### config.mk
export PLATFORM = sky130hd
export DESIGN_NAME = trap_sequencer
export DESIGN_NICKNAME = d
export VERILOG_FILES = /design/src/rtl/trap_sequencer_pkg.sv /design/src/rtl/trap_target_calc.sv /design/src/rtl/trap_sequencer.sv
export SDC_FILE = /design/constraint.sdc
export NUM_CORES = 1
export LEC_CHECK = 0
export BUFFER_PORTS_ARGS = -buffer_cell sky130_fd_sc_hd__buf_2
export CORE_AREA = 2 2 306 308
export DETAILED_ROUTE_END_ITERATION = 10
export DIE_AREA = 0 0 308 310
export PLACE_DENSITY = 0.38
export SKIP_LAST_GASP = 1
export SYNTH_ARGS = -nofsm -noshare
export SYNTH_HDL_FRONTEND = slang
export SYNTH_SLANG_ARGS = --single-unit
### constraint.sdc
create_clock -name clk -period 1.8 [get_ports clk]
set_input_delay 0.27 -clock clk [delete_from_list [all_inputs] [get_ports clk]]
set_output_delay 0.27 -clock clk [all_outputs]
set_load 0.03 [all_outputs]
### src/rtl/trap_sequencer_pkg.sv
// Shared definitions for the trap entry / xRET exit sequencer.
package trap_sequencer_pkg;

  localparam int unsigned XLEN_DEF    = 64;
  localparam int unsigned CAUSE_W_DEF = 6;

  // Privilege encodings
  localparam logic [1:0] PRIV_U = 2'd0;
  localparam logic [1:0] PRIV_S = 2'd1;
  localparam logic [1:0] PRIV_M = 2'd3;

  // tvec MODE field encodings
  localparam logic [1:0] MODE_DIRECT   = 2'b00;
  localparam logic [1:0] MODE_VECTORED = 2'b01;

  typedef enum logic [2:0] {
    ST_IDLE     = 3'd0,
    ST_FLUSH    = 3'd1,
    ST_DRAIN    = 3'd2,
    ST_COMMIT   = 3'd3,
    ST_REDIRECT = 3'd4
  } state_e;

  typedef enum logic [1:0] {
    KIND_TRAP = 2'd0,
    KIND_MRET = 2'd1,
    KIND_SRET = 2'd2
  } kind_e;

endpackage

### src/rtl/trap_target_calc.sv
// Combinational delegation decision and redirect-target selection.
// Optional macro TRAP_VECTORED_EN enables vectored interrupt targets.
module trap_target_calc
  import trap_sequencer_pkg::*;
#(
  parameter int unsigned XLEN    = XLEN_DEF,
  parameter int unsigned CAUSE_W = CAUSE_W_DEF
) (
  input  logic               req_is_int,
  input  logic [CAUSE_W-1:0] req_code,
  input  logic [1:0]         priv_mode,
  input  logic [XLEN-1:0]    medeleg,
  input  logic [XLEN-1:0]    mideleg,
  input  logic [1:0]         lat_kind,
  input  logic               lat_is_int,
  input  logic [CAUSE_W-1:0] lat_code,
  input  logic               lat_to_s,
  input  logic [XLEN-1:0]    mtvec,
  input  logic [XLEN-1:0]    stvec,
  input  logic [XLEN-1:0]    mepc,
  input  logic [XLEN-1:0]    sepc,
  output logic               deleg_s_c,
  output logic [XLEN-1:0]    target_pc_c
);

  logic [XLEN-1:0] deleg;
  logic [XLEN-1:0] tvec;
  logic [XLEN-1:0] base;
  logic [XLEN-1:0] trap_pc;

  // Delegation to S only from below M and when the matching deleg bit is set
  always_comb begin
    deleg     = req_is_int ? mideleg : medeleg;
    deleg_s_c = (priv_mode != PRIV_M) && deleg[req_code];
  end

`ifdef TRAP_VECTORED_EN
  // Vectored mode only offsets interrupts; reserved modes behave as direct
  always_comb begin
    tvec = lat_to_s ? stvec : mtvec;
    base = {tvec[XLEN-1:2], 2'b00};
    if (lat_is_int && (tvec[1:0] == MODE_VECTORED)) begin
      trap_pc = base + (XLEN'(lat_code) << 2);
    end else begin
      trap_pc = base;
    end
  end
`else
  // Mode bits ignored: every trap lands on the base address
  always_comb begin
    tvec    = lat_to_s ? stvec : mtvec;
    base    = {tvec[XLEN-1:2], 2'b00};
    trap_pc = base;
  end

  logic unused_mode_bits;
  assign unused_mode_bits = ^{tvec[1:0], lat_is_int, lat_code};
`endif

  // Final target: trap handler or saved return address
  always_comb begin
    target_pc_c = trap_pc;
    if (lat_kind == KIND_MRET) begin
      target_pc_c = mepc;
    end else if (lat_kind == KIND_SRET) begin
      target_pc_c = sepc;
    end
  end

endmodule

### src/rtl/trap_sequencer.sv
// Trap entry / xRET exit sequencer: accept, flush, drain, commit CSR
// updates, then redirect fetch. Optional macro TRAP_VECTORED_EN
// (handled in trap_target_calc) enables vectored interrupt targets.
module trap_sequencer
  import trap_sequencer_pkg::*;
#(
  parameter int unsigned XLEN    = XLEN_DEF,
  parameter int unsigned CAUSE_W = CAUSE_W_DEF
) (
  input  logic               clk,
  input  logic               rst,
  input  logic               exc_valid,
  input  logic               exc_is_int,
  input  logic [CAUSE_W-1:0] exc_code,
  input  logic [XLEN-1:0]    exc_pc,
  input  logic [XLEN-1:0]    exc_tval,
  input  logic               mret_req,
  input  logic               sret_req,
  input  logic [1:0]         priv_mode,
  input  logic [XLEN-1:0]    medeleg,
  input  logic [XLEN-1:0]    mideleg,
  input  logic [XLEN-1:0]    mtvec,
  input  logic [XLEN-1:0]    stvec,
  input  logic [XLEN-1:0]    mepc,
  input  logic [XLEN-1:0]    sepc,
  input  logic               pipe_idle,
  input  logic               redir_ready,
  output logic               req_accept,
  output logic               busy,
  output logic               flush,
  output logic               trap_target_m,
  output logic               trap_target_s,
  output logic               csr_trap_wr,
  output logic               csr_ret_m,
  output logic               csr_ret_s,
  output logic [XLEN-1:0]    cause_out,
  output logic [XLEN-1:0]    epc_out,
  output logic [XLEN-1:0]    tval_out,
  output logic               redir_valid,
  output logic [XLEN-1:0]    redir_pc
);

  state_e             state_q, state_d;
  kind_e              kind_q, kind_d;
  logic               is_int_q, is_int_d;
  logic [CAUSE_W-1:0] code_q, code_d;
  logic               to_s_q, to_s_d;

  logic               req_accept_d, busy_d, flush_d;
  logic               tgt_m_d, tgt_s_d;
  logic               csr_trap_wr_d, csr_ret_m_d, csr_ret_s_d;
  logic               redir_valid_d;
  logic [XLEN-1:0]    cause_d, epc_d, tval_d, redir_pc_d;

  logic               deleg_s_c;
  logic [XLEN-1:0]    target_pc_c;

  trap_target_calc #(
    .XLEN    (XLEN),
    .CAUSE_W (CAUSE_W)
  ) u_calc (
    .req_is_int  (exc_is_int),
    .req_code    (exc_code),
    .priv_mode   (priv_mode),
    .medeleg     (medeleg),
    .mideleg     (mideleg),
    .lat_kind    (kind_q),
    .lat_is_int  (is_int_q),
    .lat_code    (code_q),
    .lat_to_s    (to_s_q),
    .mtvec       (mtvec),
    .stvec       (stvec),
    .mepc        (mepc),
    .sepc        (sepc),
    .deleg_s_c   (deleg_s_c),
    .target_pc_c (target_pc_c)
  );

  // Next-state and next-output decode
  always_comb begin
    state_d       = state_q;
    kind_d        = kind_q;
    is_int_d      = is_int_q;
    code_d        = code_q;
    to_s_d        = to_s_q;
    req_accept_d  = 1'b0;
    flush_d       = 1'b0;
    tgt_m_d       = 1'b0;
    tgt_s_d       = 1'b0;
    csr_trap_wr_d = 1'b0;
    csr_ret_m_d   = 1'b0;
    csr_ret_s_d   = 1'b0;
    redir_valid_d = 1'b0;
    cause_d       = cause_out;
    epc_d         = epc_out;
    tval_d        = tval_out;
    redir_pc_d    = redir_pc;

    case (state_q)
      ST_IDLE: begin
        if (exc_valid) begin
          kind_d       = KIND_TRAP;
          is_int_d     = exc_is_int;
          code_d       = exc_code;
          to_s_d       = deleg_s_c;
          cause_d      = {exc_is_int, (XLEN-1)'(exc_code)};
          epc_d        = exc_pc;
          tval_d       = exc_tval;
          req_accept_d = 1'b1;
          state_d      = ST_FLUSH;
        end else if (mret_req) begin
          kind_d       = KIND_MRET;
          to_s_d       = 1'b0;
          req_accept_d = 1'b1;
          state_d      = ST_FLUSH;
        end else if (sret_req) begin
          kind_d       = KIND_SRET;
          to_s_d       = 1'b0;
          req_accept_d = 1'b1;
          state_d      = ST_FLUSH;
        end
      end
      ST_FLUSH: begin
        flush_d = 1'b1;
        state_d = ST_DRAIN;
      end
      ST_DRAIN: begin
        if (pipe_idle) begin
          state_d = ST_COMMIT;
        end
      end
      ST_COMMIT: begin
        csr_trap_wr_d = (kind_q == KIND_TRAP);
        csr_ret_m_d   = (kind_q == KIND_MRET);
        csr_ret_s_d   = (kind_q == KIND_SRET);
        tgt_m_d       = (kind_q == KIND_TRAP) && !to_s_q;
        tgt_s_d       = (kind_q == KIND_TRAP) && to_s_q;
        redir_pc_d    = target_pc_c;
        state_d       = ST_REDIRECT;
      end
      ST_REDIRECT: begin
        if (redir_valid && redir_ready) begin
          state_d = ST_IDLE;
        end else begin
          redir_valid_d = 1'b1;
          tgt_m_d       = trap_target_m;
          tgt_s_d       = trap_target_s;
        end
      end
      default: begin
        state_d = ST_IDLE;
      end
    endcase

    busy_d = (state_d != ST_IDLE);
  end

  // State, latched request fields and registered outputs
  always_ff @(posedge clk) begin
    if (rst) begin
      state_q       <= ST_IDLE;
      kind_q        <= KIND_TRAP;
      is_int_q      <= 1'b0;
      code_q        <= '0;
      to_s_q        <= 1'b0;
      req_accept    <= 1'b0;
      busy          <= 1'b0;
      flush         <= 1'b0;
      trap_target_m <= 1'b0;
      trap_target_s <= 1'b0;
      csr_trap_wr   <= 1'b0;
      csr_ret_m     <= 1'b0;
      csr_ret_s     <= 1'b0;
      cause_out     <= '0;
      epc_out       <= '0;
      tval_out      <= '0;
      redir_valid   <= 1'b0;
      redir_pc      <= '0;
    end else begin
      state_q       <= state_d;
      kind_q        <= kind_d;
      is_int_q      <= is_int_d;
      code_q        <= code_d;
      to_s_q        <= to_s_d;
      req_accept    <= req_accept_d;
      busy          <= busy_d;
      flush         <= flush_d;
      trap_target_m <= tgt_m_d;
      trap_target_s <= tgt_s_d;
      csr_trap_wr   <= csr_trap_wr_d;
      csr_ret_m     <= csr_ret_m_d;
      csr_ret_s     <= csr_ret_s_d;
      cause_out     <= cause_d;
      epc_out       <= epc_d;
      tval_out      <= tval_d;
      redir_valid   <= redir_valid_d;
      redir_pc      <= redir_pc_d;
    end
  end

endmodule
==> metrics <==
DRC=0; vias per inst=3.76; NetSw=8650 uW; crit start category=flop; commonest non-fill, non-tap cells in the layout=729 x buf_2, 398 x nand2_1, 212 x dfxtp_1; period utilization=96.8%; starting density of the core=12.2%; H-tree levels=1; first-pass GRT wire length=84000 um; P&R area growth vs syn=69.8%; Mapped Cells=1446; Tot Pwr=21400 uW; Filler Cell Count=10500; synthesized area=0.0113 mm2; largest net degree at the start of global routing=69; CP endpoint kind=flop; Layout Skew=0.00716 ns; status=completed; IO buf count=731; WHS Endpoint=epc_out[11]; Die Span Y=310 um; total track usage=11.6%; TritonRoute pass-1 iters=5; reg2reg end=redir_pc[31]; P_leak=0.00895 uW; Setup WS pre-CTS=-0.533 ns; Cell Pwr Density=1110 mW/mm2; sequential-to-total area share from yosys stat=37.9%; peak supply drop=654 uV; Syn Area/Cell=7.82 um2; row cnt=112; clock transition at the registers of the reported paths=0.06 ns; Pins Over Slew Limit=0; post-synthesis register bit count=214; Hold Path Class=in2reg; RSZ-0062 raised after global routing=yes; async set or reset register ratio after synthesis=0%; f_max=0.574 GHz; share of cells above drive strength 1=39.2%; final setup margin=0.0583 ns; CTS tree=built; Tmin final=1.74 ns; detailed-route via count=13300; clock power share=28.3%; part of the power in registers=28.1%; EDFF count, synth=0; Root Buffer=clkbuf_16; gp weighted congestion=0.838; final setup fails=0; Net count, final=2835; die footprint=0.0955 mm2; worst path arrival time=2.20 ns; FF-to-FF path depth=8; DRT iter0 DRCs=715; Max Cap Viol=0; clk_lat worst skew=0.58 ns; Req. time, crit path=2.26 ns; post-route ant nets=0; Sw Share=40.5%; synth warn=0; clk buf depth=3; R2R setup slack=0.06 ns; Crit Path Class=reg2reg; drt wl/cell=17.0 um; Top Ports=793; Hold Crit Start=exc_pc[11]; core area=0.0925 mm2; r2r startpoint=to_s_q; Hold Violations, Final=0; die width=308 um; most common cell after layout, fill and taps aside=buf_2; antenna violations before repair=9; Distinct cells, synth=43; grt total ovfl=0; post-route cell area=0.0192 mm2; vias in the first global route=13200; DP Wirelength=46700 um; crit path max fanout=5; total CTS buffers=29; Power Internal=12700 uW; CTS Sinks=214; Comb power frac=43.6%; Hold Path Depth=3; Main synth FF type=dfxtp_1; Area after DPL=0.0168 mm2; final WL=59800 um
## stage by stage
step,hold WS (ns),std cells,utilization [%],setup TNS [ns]
after floorplan,0.351,1502,-,0
after global placement,0.440,3336,18.1,-0.560
after detailed placement,0.444,3336,18.1,-0.588
after CTS,0.00148,3521,20.7,-0.0188
after global routing,0.00824,3528,20.8,-0.384
final,0.0501,3528,20.8,0
## worst max-delay path, cell delays in order, from the launching register on
cell and delay (ns):
dfxtp_4 0.42, buf_12 0.14, clkbuf_16 0.16, buf_4 0.16
mux2i_1 0.26, nand2_1 0.08, o211a_1 0.12, o21ai_0 0.19
a21oi_1 0.09
## per-layer routing
metal / track usage (%) / vias up / routed length (um)
met5: 0 / - / 60
met2: 19.6 / 504 / 28100
met4: 2.88 / 10 / 1050
met1: 14.2 / 6035 / 25700
met3: 3.48 / 62 / 4890
li1: - / 6644 / -
## how the worst max path moves through the flow
stage | startpoint | end | slack, ns | cells after the start
2_1_floorplan | exc_is_int | to_s_q | 0.001 | 7
3_3_place_gp | exc_is_int | to_s_q | -0.54 | 9
3_5_place_dp | exc_is_int | to_s_q | -0.53 | 7
4_1_cts | to_s_q | redir_pc[57] | -0.02 | 8
5_1_grt | to_s_q | redir_pc[11] | -0.06 | 8
6_report | to_s_q | redir_pc[31] | 0.06 | 8
## flip-flops by register name (all words and copies together) (netlist names), 2 cells and up
name,count
epc_out,64
redir_pc,64
tval_out,64
state_q,3
cause_out,7
kind_q,2
## power groups by stage
stage / registers (uW) / logic (uW) / clock network (uW)
floorplan: 7610 / 3980 / 0
global placement: 6080 / 9130 / 0
detailed placement: 6110 / 9080 / 0
CTS: 6010 / 9360 / 6410
global route: 6110 / 10200 / 6540
finish: 6000 / 9310 / 6060
## cell type report
cell class,count,area [um2],area share [%]
Clock inverter,13,173,0.899
Multi-Input combinational cell,1102,6330,33.0
Sequential cell,214,4290,22.3
Timing Repair Buffer,957,6070,31.6
Tap cell,1197,1500,7.80
Clock buffer,38,810,4.22
Antenna cell,4,10.0,0.0521
Inverter,3,16.3,0.0847
## kinds of logic after synthesis
logic type	Yosys count	share of synthesized area (%)
muxes	114	11.9
and+or+nand+nor	501	17.4
buffers and inverters	186	8.53
other	1	0.0332
DFF	214	37.9
AOI/OAI and AO/OA	429	24.2
xor gates and xnor gates	1	0.0774
## cell usage after synthesis (4+ instances only)
| cell type | n | area [um2] |
|---|---|---|
| mux4_2 | 16 | 360 |
| nor2_1 | 73 | 274 |
| a21oi_1 | 207 | 1040 |
| nor3_1 | 5 | 25.0 |
| mux2_2 | 4 | 45.0 |
| buf_4 | 62 | 465 |
| a211oi_1 | 68 | 510 |
| buf_2 | 15 | 75.1 |
| mux2i_1 | 94 | 941 |
| buf_1 | 12 | 45.0 |
| a22oi_1 | 16 | 120 |
| nor2b_1 | 6 | 37.5 |
| dfxtp_1 | 214 | 4280 |
| o21ai_0 | 63 | 315 |
| nand2_1 | 399 | 1500 |
| o211a_1 | 62 | 621 |
| nor4_1 | 5 | 31.3 |
| clkbuf_1 | 92 | 345 |
## what timing repair did
| item | CTS | global route |
|---|---|---|
| resized for setup | 2 | 10 |
| endpoints found under the hold margin | 133 | 0 |
| hold buffers | 134 | 0 |
| setup endpoints to repair | 2 | 9 |
| setup buffers | 0 | 1 |
| gates cloned | 0 | 2 |
Note: power is estimated with default switching activity, not from simulation.
